--- config.mk ---
export PLATFORM = sky130hd
export DESIGN_NAME = c64_bus_arbiter
export DESIGN_NICKNAME = d
export VERILOG_FILES = /design/src/rtl/c64_bus_arbiter.sv
export SDC_FILE = /design/constraint.sdc
export NUM_CORES = 1
export LEC_CHECK = 0
export BUFFER_PORTS_ARGS = -buffer_cell sky130_fd_sc_hd__buf_2
export CAP_MARGIN = 20
export CORE_MARGIN = 10
export CORE_UTILIZATION = 39
export CTS_CLUSTER_SIZE = 16
export DETAILED_ROUTE_END_ITERATION = 7
export PLACE_DENSITY_LB_ADDON = 0.3
export SLEW_MARGIN = 20
export SYNTH_ARGS = -nofsm -noshare
export SYNTH_HDL_FRONTEND = slang
export SYNTH_SLANG_ARGS = --single-unit
--- constraint.sdc ---
create_clock -name clk -period 1.6 [get_ports clk]
set_input_delay 0.08 -clock clk [delete_from_list [all_inputs] [get_ports clk]]
set_output_delay 0.08 -clock clk [all_outputs]
set_load 0.05 [all_outputs]
--- src/rtl/c64_bus_arbiter.sv ---
// rtl/c64_bus_arbiter.sv - C64-style phase-interleaved CPU/VIC bus arbiter with badline cycle stealing
module c64_bus_arbiter #(
    parameter int STEAL_DELAY = 3,
    parameter int AW          = 16
) (
    input  logic          clk,
    input  logic          reset,
    input  logic [AW-1:0] cpu_ab,
    input  logic [7:0]    cpu_do,
    input  logic          cpu_we,
    output logic [7:0]    cpu_di,
    output logic          cpu_di_valid,
    output logic          cpu_rdy,
    output logic          cpu_slot,
    input  logic [AW-1:0] vic_ab,
    input  logic          vic_req,
    output logic [7:0]    vic_di,
    output logic          vic_di_valid,
    output logic          aec,
    output logic [AW-1:0] mem_ab,
    output logic [7:0]    mem_do,
    output logic          mem_we,
    input  logic [7:0]    mem_di
);

    typedef enum logic [1:0] {
        CPU_OWN    = 2'd0,
        STEAL_WAIT = 2'd1,
        VIC_OWN    = 2'd2
    } state_t;

    localparam logic [2:0] DELAY_INIT = 3'(STEAL_DELAY);

    state_t     state_q;
    logic       phase_q;
    logic [2:0] cnt_q;
    logic [7:0] cpu_di_q;
    logic [7:0] vic_di_q;
    logic       cpu_di_valid_q;
    logic       vic_di_valid_q;

    // The VIC owns even slots always, and every slot once the steal has completed.
    logic vic_slot;
    // CPU reads are only honoured while BA is high; reads during the steal window stall.
    logic cpu_cap;

    assign vic_slot = !phase_q || (state_q == VIC_OWN);
    assign cpu_cap  = phase_q && (state_q == CPU_OWN) && !cpu_we;

    assign cpu_slot     = phase_q;
    assign cpu_rdy      = (state_q == CPU_OWN);
    assign aec          = (state_q != VIC_OWN);
    assign cpu_di       = cpu_di_q;
    assign vic_di       = vic_di_q;
    assign cpu_di_valid = cpu_di_valid_q;
    assign vic_di_valid = vic_di_valid_q;

    // Bus mux: a CPU slot outside VIC_OWN passes writes straight through, so writes
    // keep working during the steal window; reset masks any write.
    always_comb begin
        mem_ab = cpu_ab;
        mem_do = cpu_do;
        mem_we = 1'b0;
        if (vic_slot) begin
            mem_ab = vic_ab;
            mem_do = 8'h00;
        end else begin
            mem_we = cpu_we;
        end
        if (reset) begin
            mem_we = 1'b0;
        end
    end

    // Phase toggle, read-data capture and ownership state machine.
    always_ff @(posedge clk) begin
        if (reset) begin
            phase_q        <= 1'b0;
            state_q        <= CPU_OWN;
            cnt_q          <= DELAY_INIT;
            cpu_di_q       <= 8'h00;
            vic_di_q       <= 8'h00;
            cpu_di_valid_q <= 1'b0;
            vic_di_valid_q <= 1'b0;
        end else begin
            phase_q        <= ~phase_q;
            cpu_di_valid_q <= 1'b0;
            vic_di_valid_q <= 1'b0;
            if (vic_slot) begin
                vic_di_q       <= mem_di;
                vic_di_valid_q <= 1'b1;
            end
            if (cpu_cap) begin
                cpu_di_q       <= mem_di;
                cpu_di_valid_q <= 1'b1;
            end
            case (state_q)
                CPU_OWN: begin
                    if (vic_req) begin
                        state_q <= STEAL_WAIT;
                        cnt_q   <= DELAY_INIT;
                    end
                end
                STEAL_WAIT: begin
                    // A dropped request aborts the steal even on the slot the count expires.
                    if (!vic_req) begin
                        state_q <= CPU_OWN;
                    end else if (phase_q) begin
                        if (cnt_q == 3'd1) begin
                            state_q <= VIC_OWN;
                        end else begin
                            cnt_q <= cnt_q - 3'd1;
                        end
                    end
                end
                VIC_OWN: begin
                    // Release only at a VIC-slot edge so the CPU gets a whole CPU slot next.
                    if (!phase_q && !vic_req) begin
                        state_q <= CPU_OWN;
                    end
                end
                default: begin
                    state_q <= CPU_OWN;
                end
            endcase
        end
    end

endmodule

==> out/metrics.yaml, run 1 <==
worst_setup_path:
  critical_path.slowest_cell: "dfxtp_2"
  cpLargestDelayFamily: "flip-flops"
  max_stage_delay_ns: 0.36
  cp.required_ns: 1.52
  crit_fanout: 8
  crit_type: "register to output pin"
  path_buf_inv: 2
  crit_arrival_ns: 1.55
  path_cells: "nor2b_4 > inv_6 > nand2_8 > mux2_4 > buf_6"
  cp-end-kind: "output pin"
  critPathLaunchType: "register"
pwr:
  ir_drop_uv: 442
  total_power_uw: 1770
  power_leakage_uw: 0.00108
  powerDensity_nw_per_um2: 822
timing:
  final-hold-violation-count: 0
  setup_viol_count_final: 13
  fin_crit_sh_pct: 102
  rsz0062_at_grt: "true"
  finClkSkew_ns: 0.00167
  max_freq_mhz: 613
  fin_crit_ns: 1.63
  layout_setup_ws_ns: -0.0309
  timing_worst_slew_pin_value_ns: 0.482
  slew_headroom_pct: 67.8
  drv_slew: 0
global_routing:
  grt_overflow: 0
  globalRouteMet1Util_pct: 18.7
  busiest_layer: "met2"
  grt_pass1_wl_mm: 7.98
  grt_max_degree: 26
  grt.total_usage_pct: 16.1
  grt.met2_usage_pct: 25.2
  grt_pass1_vias: 1563
  grt_use_met3_pct: 7.93
  antenna_found_initial: 0
synthesis:
  syn-num-nets: 196
  ys_ff_latch: 24
  synth_edf_count: 0
  ys_seq_area_share_pct: 37.6
  synthFlopType: "dfxtp_1"
  avgSynthCellArea_sq_um: 9.01
  synthesis.area_sq_um: 1280
  synthArstFlopShare_pct: 0
  ys_warn_count: 0
  netlist_instances: 142
  yosysUniqueCellTypes: 31
cts:
  clk_pin_slew_ns: 0.14
  cts_tree: "yes"
  cts_buffers: 3
  clk_latency_ns: 0.32
  clockRootBuffer: "clkbuf_4"
  cts_sinks: 24
  clockBufferDepth: 2
  htreeDepth: 1
detailed_routing:
  drcViolationCount: 0
  dr_total_vias: 1506
  drt_first_iter_violations: 34
  wl_per_cell_um: 17.5
  vias_per_cell: 5.12
  drt-total-wl_mm: 5.14
  dr.pass1.iters: 4
  ant_nets: 0
worst_hold_path:
  hold_path.class: "input pin to register"
layout:
  instances_no_fill: 294
  n_antenna_cell: 0
  fill_cells: 259
  area.growth.synth_to_final_pct: 68.4
  post-route-util_pct: 69.4
  drive_above_1_share_pct: 55.2
  final_cell_area_sq_um: 2150
  final_nets: 305
place:
  port_buffers: 97
  placed_cell_area_sq_um: 1820
  pre_cts_slack_ns: 0.122
  gp_congestion: 0.792
  numPlacedInstances: 280
  place_hpwl_mm: 3.60
floorplanning:
  dieArea_sq_um: 5970
  top_level_ports: 98
  fp.dieH_um: 77.3
  core_sq_um: 3100
  die_w_um: 77.3
  start_util_pct: 41.2
  num_rows: 20
outcome:
  violations: "negative setup slack"
  status: "finished, violations left"
run:
  maxCapViolations: 0
-- cells by family (layout without fill, tap and decap cells) --
logic type	count (synthesis)	in the layout	synth area share, %
AND/OR/NAND/NOR	57	59	25.3
AO/OA/AOI/OAI	28	28	11.6
flip-flops	24	24	37.6
multiplexers	17	17	17.6
buffers and inverters	14	120	5.87
adder cells (fa/ha/maj)	2	2	1.96
-- final timing paths --
path                           start                     end  slack, ns  cells past startpoint
max          state_q[1]$_SDFFE_PP0P_               mem_ab[8]      -0.03                      5
min                        mem_di[4]  cpu_di[4]$_SDFFE_PP0P_       0.02                      3
max reg2reg  state_q[1]$_SDFFE_PP0P_   cnt_q[0]$_SDFFE_PP1P_       0.05                      6
min reg2reg   cpu_di[2]$_SDFFE_PP0P_  cpu_di[2]$_SDFFE_PP0P_       0.47                      2
-- power breakdown --
group,switching (uW),internal (uW),leakage [uW],total [uW]
registers,24.8,627,0.000199,652
logic,417,252,0.000853,669
clock network,196,254,0.0000279,449
total,637,1130,0.00108,1770
-- worst min-delay path, stage by stage --
cell     delay, ns
buf_2         0.12
nand2_1       0.06
a21oi_1       0.05
-- routing by layer --
layer	vias to the layer above	part of all wire [%]	wire length (um)
li1	722	-	-
met1	683	42	2160
met2	93	45	2310
met3	8	11	590
met4	0	1.6	81
met5	-	0	0
-- area by class of cell --
type	instances	area, sq um	share of cell area, %
clock inverter	1	30.0	1.39
sequential	24	489	22.7
tap	44	55.1	2.56
inverter	5	23.8	1.10
timing repair buffer	111	732	34.0
multi-input combinational	106	801	37.2
clock buffer	3	22.5	1.05
-- repair_timing --
| action | CTS | global route |
|---|---|---|
| pin swaps | 1 | 0 |
| setup buffers | 2 | 0 |
| cloned | 1 | 1 |
| gates resized for setup | 48 | 7 |
| endpoints found under the hold margin | 6 | 0 |
| hold buffers | 6 | 0 |
| endpoints found under the setup margin | 26 | 30 |
-- layout by cell type, fill, tap and decap left out, types with 3 or more instances in the layout --
| master | netlist | layout |
|---|---|---|
| inv_1 | 4 | 4 |
| mux2_2 | 8 | 7 |
| o21ai_0 | 8 | 8 |
| mux2_4 | 9 | 10 |
| dlygate4sd3_1 | 0 | 6 |
| dfxtp_1 | 24 | 21 |
| nand2_1 | 16 | 16 |
| buf_4 | 0 | 16 |
| buf_2 | 3 | 72 |
| nand2_8 | 0 | 3 |
| clkbuf_4 | 0 | 3 |
| nor2_1 | 6 | 6 |
| a21oi_1 | 17 | 17 |
| and3_1 | 8 | 8 |
| buf_6 | 1 | 17 |
| nand3_1 | 10 | 10 |
-- synth_stat cells, types with 2 or more instances --
cell,count,share of area (%)
and3_1,8,3.9
nor3b_1,3,1.8
ha_1,2,2.0
o31ai_1,2,1.2
or4_1,2,1.2
buf_2,3,1.2
mux2_2,8,7.0
o21ai_0,8,3.1
mux2_4,9,11
clkbuf_1,3,0.88
dfxtp_1,24,38
nor3_1,2,0.78
nand2_1,16,4.7
nor2b_1,2,0.98
a21oi_1,17,6.7
inv_1,4,1.2
nor2_1,6,1.8
nand3_1,10,3.9
-- sequential cells by signal (all words and copies together) (netlist names) --
signal,cells
vic_di,8
cpu_di,8
state_q,2
cpu_slot,1
cnt_q,3
vic_di_valid,1
cpu_di_valid,1
-- metrics by stage --
step,hold WS (ns),setup TNS (ns)
6_report,0.0155,-0.253
5_1_grt,0.0369,-1.29
4_1_cts,0.00243,-0.147
3_5_place_dp,0.340,0
3_3_place_gp,0.338,0
2_1_floorplan,0.216,0
(Power assumes the default switching activity.)
==> run 2, diff against run 1 <==
--- a/config.mk
+++ b/config.mk
@@ -11,7 +11,7 @@
 export CORE_UTILIZATION = 39
 export CTS_CLUSTER_SIZE = 16
 export DETAILED_ROUTE_END_ITERATION = 7
-export PLACE_DENSITY_LB_ADDON = 0.3
+export PLACE_DENSITY = 0.79
 export SLEW_MARGIN = 20
 export SYNTH_ARGS = -nofsm -noshare
 export SYNTH_HDL_FRONTEND = slang
==> run 2 against run 1 <==
The run now ends clean. Via count fell by 2.8%. Global-route usage fell by 0.72 points. Flip-flop and latch count did not move. Final cell count fell by 0.68%. Non-clock buffer count fell by 2. Clock-buffer cell count rose by 1. Final area fell by 1.9%. Clock skew barely moved. Sequential power barely moved. Sequential share of layout area rose by 0.44 points. Power fell by 7.8%. Die area did not move. Critical path type unchanged. Largest cell class unchanged.
==> out/metrics.yaml, run 2 (same netlist as run 1, synthesis figures left out) <==
layout:
  n_antenna_cell: 0
  final_cell_area_sq_um: 2110
  seq_area_sq_um: 489
  area.growth.synth_to_final_pct: 65.2
  post-route-util_pct: 68.1
  instances_no_fill: 292
  final_nets: 303
  fill_cells: 279
  drive_above_1_share_pct: 56.0
  final_cell_mix: "buf_2 (73), dfxtp_1 (21), a21oi_1 (17), buf_6 (17)"
  multi_input_area_sq_um: 801
  final_common_cell: "buf_2"
detailed_routing:
  drt_first_iter_violations: 73
  dr_total_vias: 1464
  dr.pass1.iters: 4
  wl_per_cell_um: 17.3
  drt-total-wl_mm: 5.04
  drcViolationCount: 0
  vias_per_cell: 5.01
  ant_nets: 0
timing:
  whs_ns: 0.0149
  rsz0062_at_grt: "true"
  setup_viol_count_final: 0
  final-hold-violation-count: 0
  drv_slew: 0
  slew_headroom_pct: 67.4
  fin_crit_ns: 1.59
  max_freq_mhz: 627
  layout_setup_ws_ns: 0.00543
  timing_worst_slew_pin_value_ns: 0.489
  finClkSkew_ns: 0.00167
  fin_crit_sh_pct: 99.7
worst_setup_path:
  cp-end-kind: "output pin"
  critPathLaunchType: "register"
  crit_arrival_ns: 1.51
  critical_path.slowest_cell: "dfxtp_2"
  crit_fanout: 8
  rr_worst_depth: 6
  path_cells: "nor2b_4 > inv_6 > nand2_8 > mux2_4 > buf_6"
  path_buf_inv: 2
  reg2reg_slack_ns: 0.04
  cp.required_ns: 1.52
  cp_num_cells: 5
  crit_type: "register to output pin"
  max_stage_delay_ns: 0.35
  cpLargestDelayFamily: "flip-flops"
floorplanning:
  fp.dieH_um: 77.3
  core_sq_um: 3100
  num_rows: 20
  start_util_pct: 41.2
  top_level_ports: 98
  dieArea_sq_um: 5970
  die_w_um: 77.3
place:
  port_buffers: 97
  numPlacedInstances: 280
  pre_cts_slack_ns: 0.110
  placed_cell_area_sq_um: 1820
  place_hpwl_mm: 3.68
  gp_congestion: 0.822
outcome:
  status: "complete, no violations"
global_routing:
  grt_max_degree: 26
  grt_pass1_vias: 1469
  grt_pass1_wl_mm: 7.78
  grt_overflow: 0
  grt.total_usage_pct: 15.4
  antenna_found_initial: 0
run:
  maxCapViolations: 0
cts:
  clk_latency_ns: 0.31
  htreeDepth: 1
  clockBufferDepth: 2
  cts_sinks: 24
  clk_pin_slew_ns: 0.13
  clockRootBuffer: "clkbuf_4"
  cts_tree: "yes"
  cts_buffers: 3
worst_hold_path:
  hold_path.class: "input pin to register"
  min_path_cells: 3
pwr:
  powerDensity_nw_per_um2: 772
  ir_drop_uv: 483
  power_leakage_uw: 0.00107
==> run 2: cell types whose count changed in the layout (fill, tap and decap cells not counted) <==
cell,before,now
bufinv_16,1,0
buf_2,72,73
dlygate4sd3_1,6,3
clkbuf_8,0,1
==> run 2: path summary, 6_finish.rpt <==
check / start / end
setup / recovery: state_q[1]$_SDFFE_PP0P_ / mem_ab[10]
hold reg to reg: cpu_di[2]$_SDFFE_PP0P_ / cpu_di[2]$_SDFFE_PP0P_
setup reg to reg: state_q[1]$_SDFFE_PP0P_ / cnt_q[1]$_SDFFE_PP1P_
hold / removal: mem_di[0] / cpu_di[0]$_SDFFE_PP0P_
==> run 2: metal layers <==
metal	global-route usage [%]	vias to the layer above	share of wire, %
met5	0	-	0
met1	19.4	653	44
met3	5.24	2	10
met2	25.0	97	45
met4	2.74	0	0.22
li1	-	712	-
==> run 2: where the power goes <==
group / switching, uW / internal, uW
logic: 414 / 247
clock network: 179 / 139
registers: 25.5 / 627
==> run 2: worst reg2reg max path, stage by stage, from the launching register on <==
cell      delay [ns]
dfxtp_2         0.34
buf_4           0.13
buf_4           0.14
nand2b_4        0.14
buf_4           0.15
or4_1           0.50
nand3_1         0.10
==> run 2: cell type report <==
| cell class | count | share of cell area [%] |
|---|---|---|
| repair buffers | 109 | 33.5 |
| flip-flops and latches | 24 | 23.2 |
| inverters | 5 | 1.13 |
| multi-input cells | 106 | 37.9 |
| clock buffers | 4 | 1.72 |
| well taps | 44 | 2.61 |
==> run 2: metrics by stage <==
| stage | total power, uW | setup TNS [ns] |
|---|---|---|
| 2_1_floorplan | 1080 | 0 |
| 3_3_place_gp | 1230 | 0 |
| 3_5_place_dp | 1240 | 0 |
| 4_1_cts | 1600 | 0 |
| 5_1_grt | 1710 | -0.928 |
| 6_report | 1630 | 0 |
==> run 2: timing repair <==
action | CTS | global route
gates cloned | 1 | 1
hold endpoints to repair | 2 | 1
hold buffers | 2 | 1
pin swaps | 0 | 2
endpoints found under the setup margin | 25 | 33
resized for setup | 37 | 16
buffers inserted | 3 | 0
